==> config.mk <==
export PLATFORM = sky130hd
export DESIGN_NAME = obc_shift_accum_flat
export DESIGN_NICKNAME = d
export VERILOG_FILES = /design/src/rtl/obc_shift_accum_pkg.sv /design/src/rtl/obc_shift_accum_if.sv /design/src/rtl/obc_shift_accum_bit_counter.sv /design/src/rtl/obc_shift_accum.sv /design/src/flat_wrapper.sv
export SDC_FILE = /design/constraint.sdc
export NUM_CORES = 1
export LEC_CHECK = 0
export BUFFER_PORTS_ARGS = -buffer_cell sky130_fd_sc_hd__buf_2
export CORE_MARGIN = 2
export CORE_UTILIZATION = 60
export CTS_CLUSTER_SIZE = 12
export DETAILED_ROUTE_END_ITERATION = 7
export GPL_TIMING_DRIVEN = 0
export HOLD_SLACK_MARGIN = 0.08
export PLACE_DENSITY_LB_ADDON = 0.2
export SYNTH_ARGS = -nofsm -noshare
export SYNTH_HDL_FRONTEND = slang
export SYNTH_SLANG_ARGS = --single-unit
==> constraint.sdc <==
create_clock -name clk -period 9.5 [get_ports clk]
set_input_delay 0.475 -clock clk [delete_from_list [all_inputs] [get_ports clk]]
set_output_delay 0.475 -clock clk [all_outputs]
set_load 0.01 [all_outputs]
==> src/rtl/obc_shift_accum_pkg.sv <==
// Shared definitions for the OBC bit-serial shift-accumulator:
// default widths, controller state encoding and a counter-width helper.
package obc_shift_accum_pkg;

    localparam int DEF_DATA_W = 16;
    localparam int DEF_ROM_W  = 32;

    typedef enum logic [1:0] {
        ST_IDLE = 2'd0,
        ST_RUN  = 2'd1,
        ST_DONE = 2'd2
    } state_e;

    // Width of the bit-position counter; a single-slice transform still
    // needs a one-bit index.
    function automatic int cnt_width(input int n);
        return (n > 1) ? $clog2(n) : 1;
    endfunction

endpackage

==> src/rtl/obc_shift_accum_if.sv <==
// Bundle of the start/result handshake and the ROM-stage side-band
// (bit index, sign-invert line, partial sum) of the shift-accumulator.
interface obc_shift_accum_if
    import obc_shift_accum_pkg::*;
#(
    parameter int DATA_W = DEF_DATA_W,
    parameter int ROM_W  = DEF_ROM_W,
    parameter int OUT_W  = ROM_W + DATA_W
);
    localparam int CNT_W = cnt_width(DATA_W);

    logic             start;
    logic             in_ready;
    logic [ROM_W-1:0] offset;
    logic [CNT_W-1:0] bit_idx;
    logic             m;
    logic [ROM_W-1:0] romout;
    logic             busy;
    logic [OUT_W-1:0] y;
    logic             out_valid;
    logic             out_ready;

    // The accumulator block.
    modport slave (
        input  start, offset, romout, out_ready,
        output in_ready, bit_idx, m, busy, y, out_valid
    );

    // Whoever issues transforms, supplies partial sums and consumes results.
    modport master (
        output start, offset, romout, out_ready,
        input  in_ready, bit_idx, m, busy, y, out_valid
    );

endinterface

==> src/rtl/obc_shift_accum_bit_counter.sv <==
// Loadable down-counter that walks bit positions MSB-first and flags the
// MSB position and the terminal (LSB) position.
module obc_shift_accum_bit_counter
    import obc_shift_accum_pkg::*;
#(
    parameter  int DATA_W = DEF_DATA_W,
    localparam int CNT_W  = cnt_width(DATA_W)
) (
    input  logic             clk,
    input  logic             rst,
    input  logic             load_i,
    input  logic             dec_i,
    output logic [CNT_W-1:0] cnt_o,
    output logic             msb_o,
    output logic             tc_o
);

    localparam logic [CNT_W-1:0] CNT_MAX = CNT_W'(DATA_W - 1);

    logic [CNT_W-1:0] cnt_q;
    logic [CNT_W-1:0] cnt_d;

    // Load the MSB position, or step down towards zero and park there.
    always_comb begin
        // NOTE: default assignment first so every path drives cnt_d and no latch is inferred.
        cnt_d = cnt_q;
        if (load_i) begin
            cnt_d = CNT_MAX;
        end else if (dec_i && (cnt_q != '0)) begin
            cnt_d = cnt_q - CNT_W'(1);
        end
    end

    // Counter register.
    always_ff @(posedge clk or posedge rst) begin
        // NOTE: non-blocking assignments in clocked blocks so all registers update together at the edge.
        if (rst) begin
            cnt_q <= '0;
        end else begin
            cnt_q <= cnt_d;
        end
    end

    assign cnt_o = cnt_q;
    assign msb_o = (cnt_q == CNT_MAX);
    assign tc_o  = (cnt_q == '0);

endmodule

==> src/rtl/obc_shift_accum.sv <==
// Bit-serial controller and Horner shift-accumulator for one OBC DFT output
// component. Sequences bit slices MSB-first to the upstream selector, flags
// the MSB slice to the ROM stage, accumulates the partial sums, adds the
// offset constant and hands one result per transform downstream.
module obc_shift_accum
    import obc_shift_accum_pkg::*;
#(
    parameter int DATA_W = DEF_DATA_W,
    parameter int ROM_W  = DEF_ROM_W,
    parameter int OUT_W  = ROM_W + DATA_W
) (
    input  logic               clk,
    input  logic               rst,
    obc_shift_accum_if.slave   bus
);

    localparam int CNT_W = cnt_width(DATA_W);

    state_e           state_q;
    state_e           state_d;

    logic [OUT_W-1:0] acc_q;
    logic [OUT_W-1:0] acc_d;
    logic [ROM_W-1:0] off_q;
    logic [ROM_W-1:0] off_d;
    logic [OUT_W-1:0] y_q;
    logic [OUT_W-1:0] y_d;

    logic [CNT_W-1:0] cnt;
    logic             cnt_msb;
    logic             cnt_tc;
    logic             cnt_load;
    logic             cnt_dec;

    logic             in_run;
    logic             accept;
    logic [OUT_W-1:0] rom_ext;
    logic [OUT_W-1:0] off_ext;
    logic [OUT_W-1:0] acc_step;

    obc_shift_accum_bit_counter #(
        .DATA_W (DATA_W)
    ) u_bit_counter (
        .clk    (clk),
        .rst    (rst),
        .load_i (cnt_load),
        .dec_i  (cnt_dec),
        .cnt_o  (cnt),
        .msb_o  (cnt_msb),
        .tc_o   (cnt_tc)
    );

    // Partial sums and the offset are two's complement; widen with sign.
    assign rom_ext  = OUT_W'($signed(bus.romout));
    assign off_ext  = OUT_W'($signed(off_q));
    assign acc_step = (acc_q << 1) + rom_ext;

    assign in_run = (state_q == ST_RUN);
    assign accept = (state_q == ST_IDLE) && bus.start;

    // Controller state register.
    always_ff @(posedge clk or posedge rst) begin
        if (rst) begin
            state_q <= ST_IDLE;
        end else begin
            state_q <= state_d;
        end
    end

    // Next state: IDLE -> RUN on start, RUN -> DONE after the LSB slice,
    // DONE -> IDLE once the result is taken. start outside IDLE is dropped.
    always_comb begin
        state_d = state_q;
        case (state_q)
            ST_IDLE: if (bus.start)     state_d = ST_RUN;
            ST_RUN:  if (cnt_tc)        state_d = ST_DONE;
            ST_DONE: if (bus.out_ready) state_d = ST_IDLE;
            default:                    state_d = ST_IDLE;
        endcase
    end

    // Outputs and counter controls decoded from the current state.
    always_comb begin
        bus.in_ready  = 1'b0;
        bus.busy      = 1'b0;
        bus.out_valid = 1'b0;
        bus.m         = 1'b0;
        bus.bit_idx   = '0;
        cnt_load      = 1'b0;
        cnt_dec       = 1'b0;
        case (state_q)
            ST_IDLE: begin
                bus.in_ready = 1'b1;
                cnt_load     = bus.start;
            end
            ST_RUN: begin
                bus.busy    = 1'b1;
                bus.bit_idx = cnt;
                bus.m       = cnt_msb;
                cnt_dec     = 1'b1;
            end
            ST_DONE: begin
                bus.out_valid = 1'b1;
            end
            default: begin
                bus.in_ready = 1'b0;
            end
        endcase
    end

    // Datapath next values: latch the offset and clear the sum on accept,
    // shift-accumulate each RUN slice, capture the final sum plus offset
    // on the LSB slice. y holds until the next transform completes.
    always_comb begin
        acc_d = acc_q;
        off_d = off_q;
        y_d   = y_q;
        if (accept) begin
            off_d = bus.offset;
            acc_d = '0;
        end
        if (in_run) begin
            acc_d = acc_step;
            if (cnt_tc) begin
                y_d = acc_step + off_ext;
            end
        end
    end

    // Datapath registers.
    always_ff @(posedge clk or posedge rst) begin
        if (rst) begin
            acc_q <= '0;
            off_q <= '0;
            y_q   <= '0;
        end else begin
            acc_q <= acc_d;
            off_q <= off_d;
            y_q   <= y_d;
        end
    end

    assign bus.y = y_q;

endmodule

==> src/flat_wrapper.sv <==
// flat-port wrapper written by rule: the top's interface ports become plain ports
module obc_shift_accum_flat import obc_shift_accum_pkg::*;
#(
    parameter int DATA_W = DEF_DATA_W,
    parameter int ROM_W  = DEF_ROM_W,
    parameter int OUT_W  = ROM_W + DATA_W
)
  (clk, rst, bus_start, bus_offset, bus_romout, bus_out_ready, bus_in_ready, bus_bit_idx, bus_m, bus_busy, bus_y, bus_out_valid);
  obc_shift_accum_if #(.DATA_W(DATA_W), .ROM_W(ROM_W), .OUT_W(OUT_W)) bus_i ();
  input  logic clk;
  input  logic rst;
  input wire logic [$bits(bus_i.start)-1:0] bus_start;
  input wire logic [$bits(bus_i.offset)-1:0] bus_offset;
  input wire logic [$bits(bus_i.romout)-1:0] bus_romout;
  input wire logic [$bits(bus_i.out_ready)-1:0] bus_out_ready;
  output wire logic [$bits(bus_i.in_ready)-1:0] bus_in_ready;
  output wire logic [$bits(bus_i.bit_idx)-1:0] bus_bit_idx;
  output wire logic [$bits(bus_i.m)-1:0] bus_m;
  output wire logic [$bits(bus_i.busy)-1:0] bus_busy;
  output wire logic [$bits(bus_i.y)-1:0] bus_y;
  output wire logic [$bits(bus_i.out_valid)-1:0] bus_out_valid;
  assign bus_i.start = bus_start;
  assign bus_i.offset = bus_offset;
  assign bus_i.romout = bus_romout;
  assign bus_i.out_ready = bus_out_ready;
  assign bus_in_ready = bus_i.in_ready;
  assign bus_bit_idx = bus_i.bit_idx;
  assign bus_m = bus_i.m;
  assign bus_busy = bus_i.busy;
  assign bus_y = bus_i.y;
  assign bus_out_valid = bus_i.out_valid;
  obc_shift_accum #(.DATA_W(DATA_W), .ROM_W(ROM_W), .OUT_W(OUT_W)) u_core (.clk(clk), .rst(rst), .bus(bus_i));
endmodule
==> summary.md <==
| Metric | Value |
|---|---|
| Worst hold path type | `input port to asynchronous set/reset pin` |
| Critical path's most frequent cell | `a21oi_1` |
| Period minus WS final | `~5.8 ns` |
| Crit path buf inv count | `1` |
| Yosys warns | `0` |
| Post-synthesis sequential area ratio | `33.0%` |
| CTS tree | `done` |
| Syn nets | `1331` |
| RSZ-0062 raised after global routing | `no` |
| # setup viols final | `0` |
| Via count | `9224` |
| Met1 Use GR | `46.4%` |
| Crit path kind | `flop to flop` |
| Final Hold Fails | `0` |
| Critical path, cell by cell | `ha_1, inv_1, fa_1, nor2b_1, o2111ai_1, a21oi_1, o21ai_0, a21oi_1, a211oi_1, or2_2, o21ai_0, xor2_1, ha_1, nand4_1, nor2_1, a22o_1, a41oi_1, a21o_1, a21oi_1, a221o_1, a21oi_1, xnor3_1, o21ai_1` |
| Clock tree buffer depth | `2` |
| Async SR Flop Fraction | `100%` |
| Initial antenna violation count | `0` |
| Critical Path End Type | `flop` |
| Crit path max fanout | `6` |
| Fin Setup TNS | `0 ns` |
| Post-DP Area | `about 11000 sq um` |
| Clock transition at path regs | `0.06 ns` |
| Max Freq | `172 MHz` |
| Root Buffer | `clkbuf_16` |
| Starting density of the core | `about three fifths` |
| Final Skew | `0.0123 ns` |
| GRT overflow | `0` |
| TritonCTS Buffers | `17` |
| Pre-Repair DR Iteration Count | `5` |
| Routed Antenna Nets | `0` |
| Most common cell after layout, fill and taps aside | `nand2_1` |
| Post-synth EDFFs | `0` |
| CP required | `9.86 ns` |
| Largest delay contributor family on the critical path | `compound AO/OA/AOI/OAI gates` |
| Total Routing Usage GR | `31.4%` |
| Max Cap Violations | `0` |
| Hold WS | `0.0747 ns` |
| Gates resized, CTS repair | `0` |
| Syn_area_per_cell | `8.67 sq um` |
| Crit share post-route | `~61%` |
| Layout cells sized above 1 | `15.5%` |
| Cell Area, Synth | `10100 sq um` |
| Slew Limit Headroom | `48.6%` |
| Vias per inst | `6.00` |
| Die H | `about 130 microns` |
| Yosys top cell area share | `~33%` |
| Met2 Resource Use GR | `47.5%` |
| Worst Max-Slew Pin Slew | `0.770 ns` |
| GP Congestion | `0.924` |
| Full die area | `17800 sq um` |
| PortBufs | `about 120` |
| Diode count | `0` |
| # DRC | `0` |
| Mapped Cells | `1162` |
| DR iter-0 viols | `806` |
| Hpwl dp | `20700 microns` |
| Synthesis-to-finish area growth | `14.9%` |
| Core Region | `16500 sq um` |
| Clock H-tree levels | `4` |
| Reg2reg end | `u_core.bus.y[47]$_DFFE_PP0P_` |
| Max-slew violations | `0` |
| Vias in the first global route | `8461` |
| Final WL | `between 20000 and 30000 microns` |
| Status | `completed` |
| Post-CTS Setup Inserts | `0` |
| Nets | `1474` |
| DR WL/cell | `17.9 microns` |
| Largest net degree at the start of global routing | `84` |
| Max stage delay on crit path | `around 0.46 ns` |
| CP Data Arrival Time | `6.18 ns` |
| Site row count | `47` |
| Post-route cell area | `about 12000 sq um` |
| Worst-Skew Late Latency | `around 0.43 ns` |
| Global-route wire length before repair | `roughly 44000 microns` |
| R2R Setup Slk | `3.68 ns` |
| CP Launch Type | `flop` |
| Met3 Track Usage GR | `5.90%` |
| Yosys cell types | `69` |
| FF-to-FF path depth | `23` |
| Clock Sinks | `133` |
| Top cells by area, synth | `dfrtp_1 (33%), ha_1 (12%), nand2_1 (5.9%)` |
| IO Count | `124` |
| Yosys reg bits | `about 130` |
| CTS Hold Bufs | `0` |
| Crit path max-delay cell type | `xnor3_1` |
| GRT Max-Usage Layer | `met2` |
| Worst r2r src | `u_core.acc_q[0]$_DFFE_PP0P_` |
| Chip width | `134 microns` |
| Most frequent cells in the layout | `nand2_1 (159), dfrtp_1 (133), buf_2 (124)` |
| Post-synth top area cell | `dfrtp_1` |
| Main synth FF type | `dfrtp_1` |
## state kept, by name (all words and copies together) (netlist names)
| name | flops |
|---|---|
| u_core.u_bit_counter.cnt_o | 4 |
| u_core.acc_q | 47 |
| u_core.bus.y | 48 |
| u_core.state_q | 2 |
| u_core.off_q | 32 |
## synth_stat cells (21+ instances only)
| library cell | number |
|---|---|
| a21o_1 | 56 |
| a21oi_1 | 105 |
| and3_1 | 28 |
| clkbuf_1 | 42 |
| dfrtp_1 | 133 |
| ha_1 | 99 |
| inv_1 | 36 |
| mux2_2 | 32 |
| nand2_1 | 159 |
| nand3_1 | 46 |
| nor2_1 | 56 |
| o21ai_0 | 77 |
| o21bai_1 | 21 |
| xnor2_1 | 52 |
| xor2_1 | 32 |
## area by class of cell
cell class	count	area, sq um
Inverter	38	148
Clock buffer	21	450
Fill cell	1372	4890
Buffer	48	189
Tap cell	220	275
Multi-Input combinational cell	943	6410
Timing Repair Buffer	124	643
Sequential cell	133	3330
Clock inverter	10	131
## per-stage QoR
| step | utilization [%] | cells | worst slack (ns) |
|---|---|---|---|
| 2_1_floorplan | - | 1162 | 4.68 |
| 3_3_place_gp | 66.6 | 1505 | 3.68 |
| 3_5_place_dp | 66.8 | 1506 | 3.59 |
| 4_1_cts | 70.3 | 1537 | 3.82 |
| 5_1_grt | 70.3 | 1537 | 3.47 |
| 6_report | 70.3 | 1537 | 3.68 |
## worst max path at each step
stage                                           start                      endpoint  cells after the start
after floorplan                         bus_romout[2]  u_core.bus.y[47]$_DFFE_PP0P_                     24
after global placement                  bus_romout[1]  u_core.bus.y[47]$_DFFE_PP0P_                     24
after detailed placement                bus_romout[1]  u_core.bus.y[47]$_DFFE_PP0P_                     24
after CTS                 u_core.acc_q[0]$_DFFE_PP0P_  u_core.bus.y[47]$_DFFE_PP0P_                     23
after global routing      u_core.acc_q[0]$_DFFE_PP0P_  u_core.bus.y[47]$_DFFE_PP0P_                     23
final                     u_core.acc_q[0]$_DFFE_PP0P_  u_core.bus.y[47]$_DFFE_PP0P_                     23
## cells by family after synthesis
kind of cell	after synthesis	synth area share, %
flip-flops	133	33.0
XOR/XNOR	85	7.53
AND/OR/NAND/NOR	363	16.8
multiplexers	33	3.68
adder cells (fa/ha/maj)	101	12.7
buffers and inverters	86	3.29
AO/OA/AOI/OAI	361	23.0
## metal layers
metal	wire length [microns]	share of wire, %
met3	1970	7.2
met5	0	0
met4	484	1.8
met1	13100	48
met2	11900	43
Power is not shown: default switching activity piles up to over one toggle a cycle in this logic, so the estimate is an artifact.
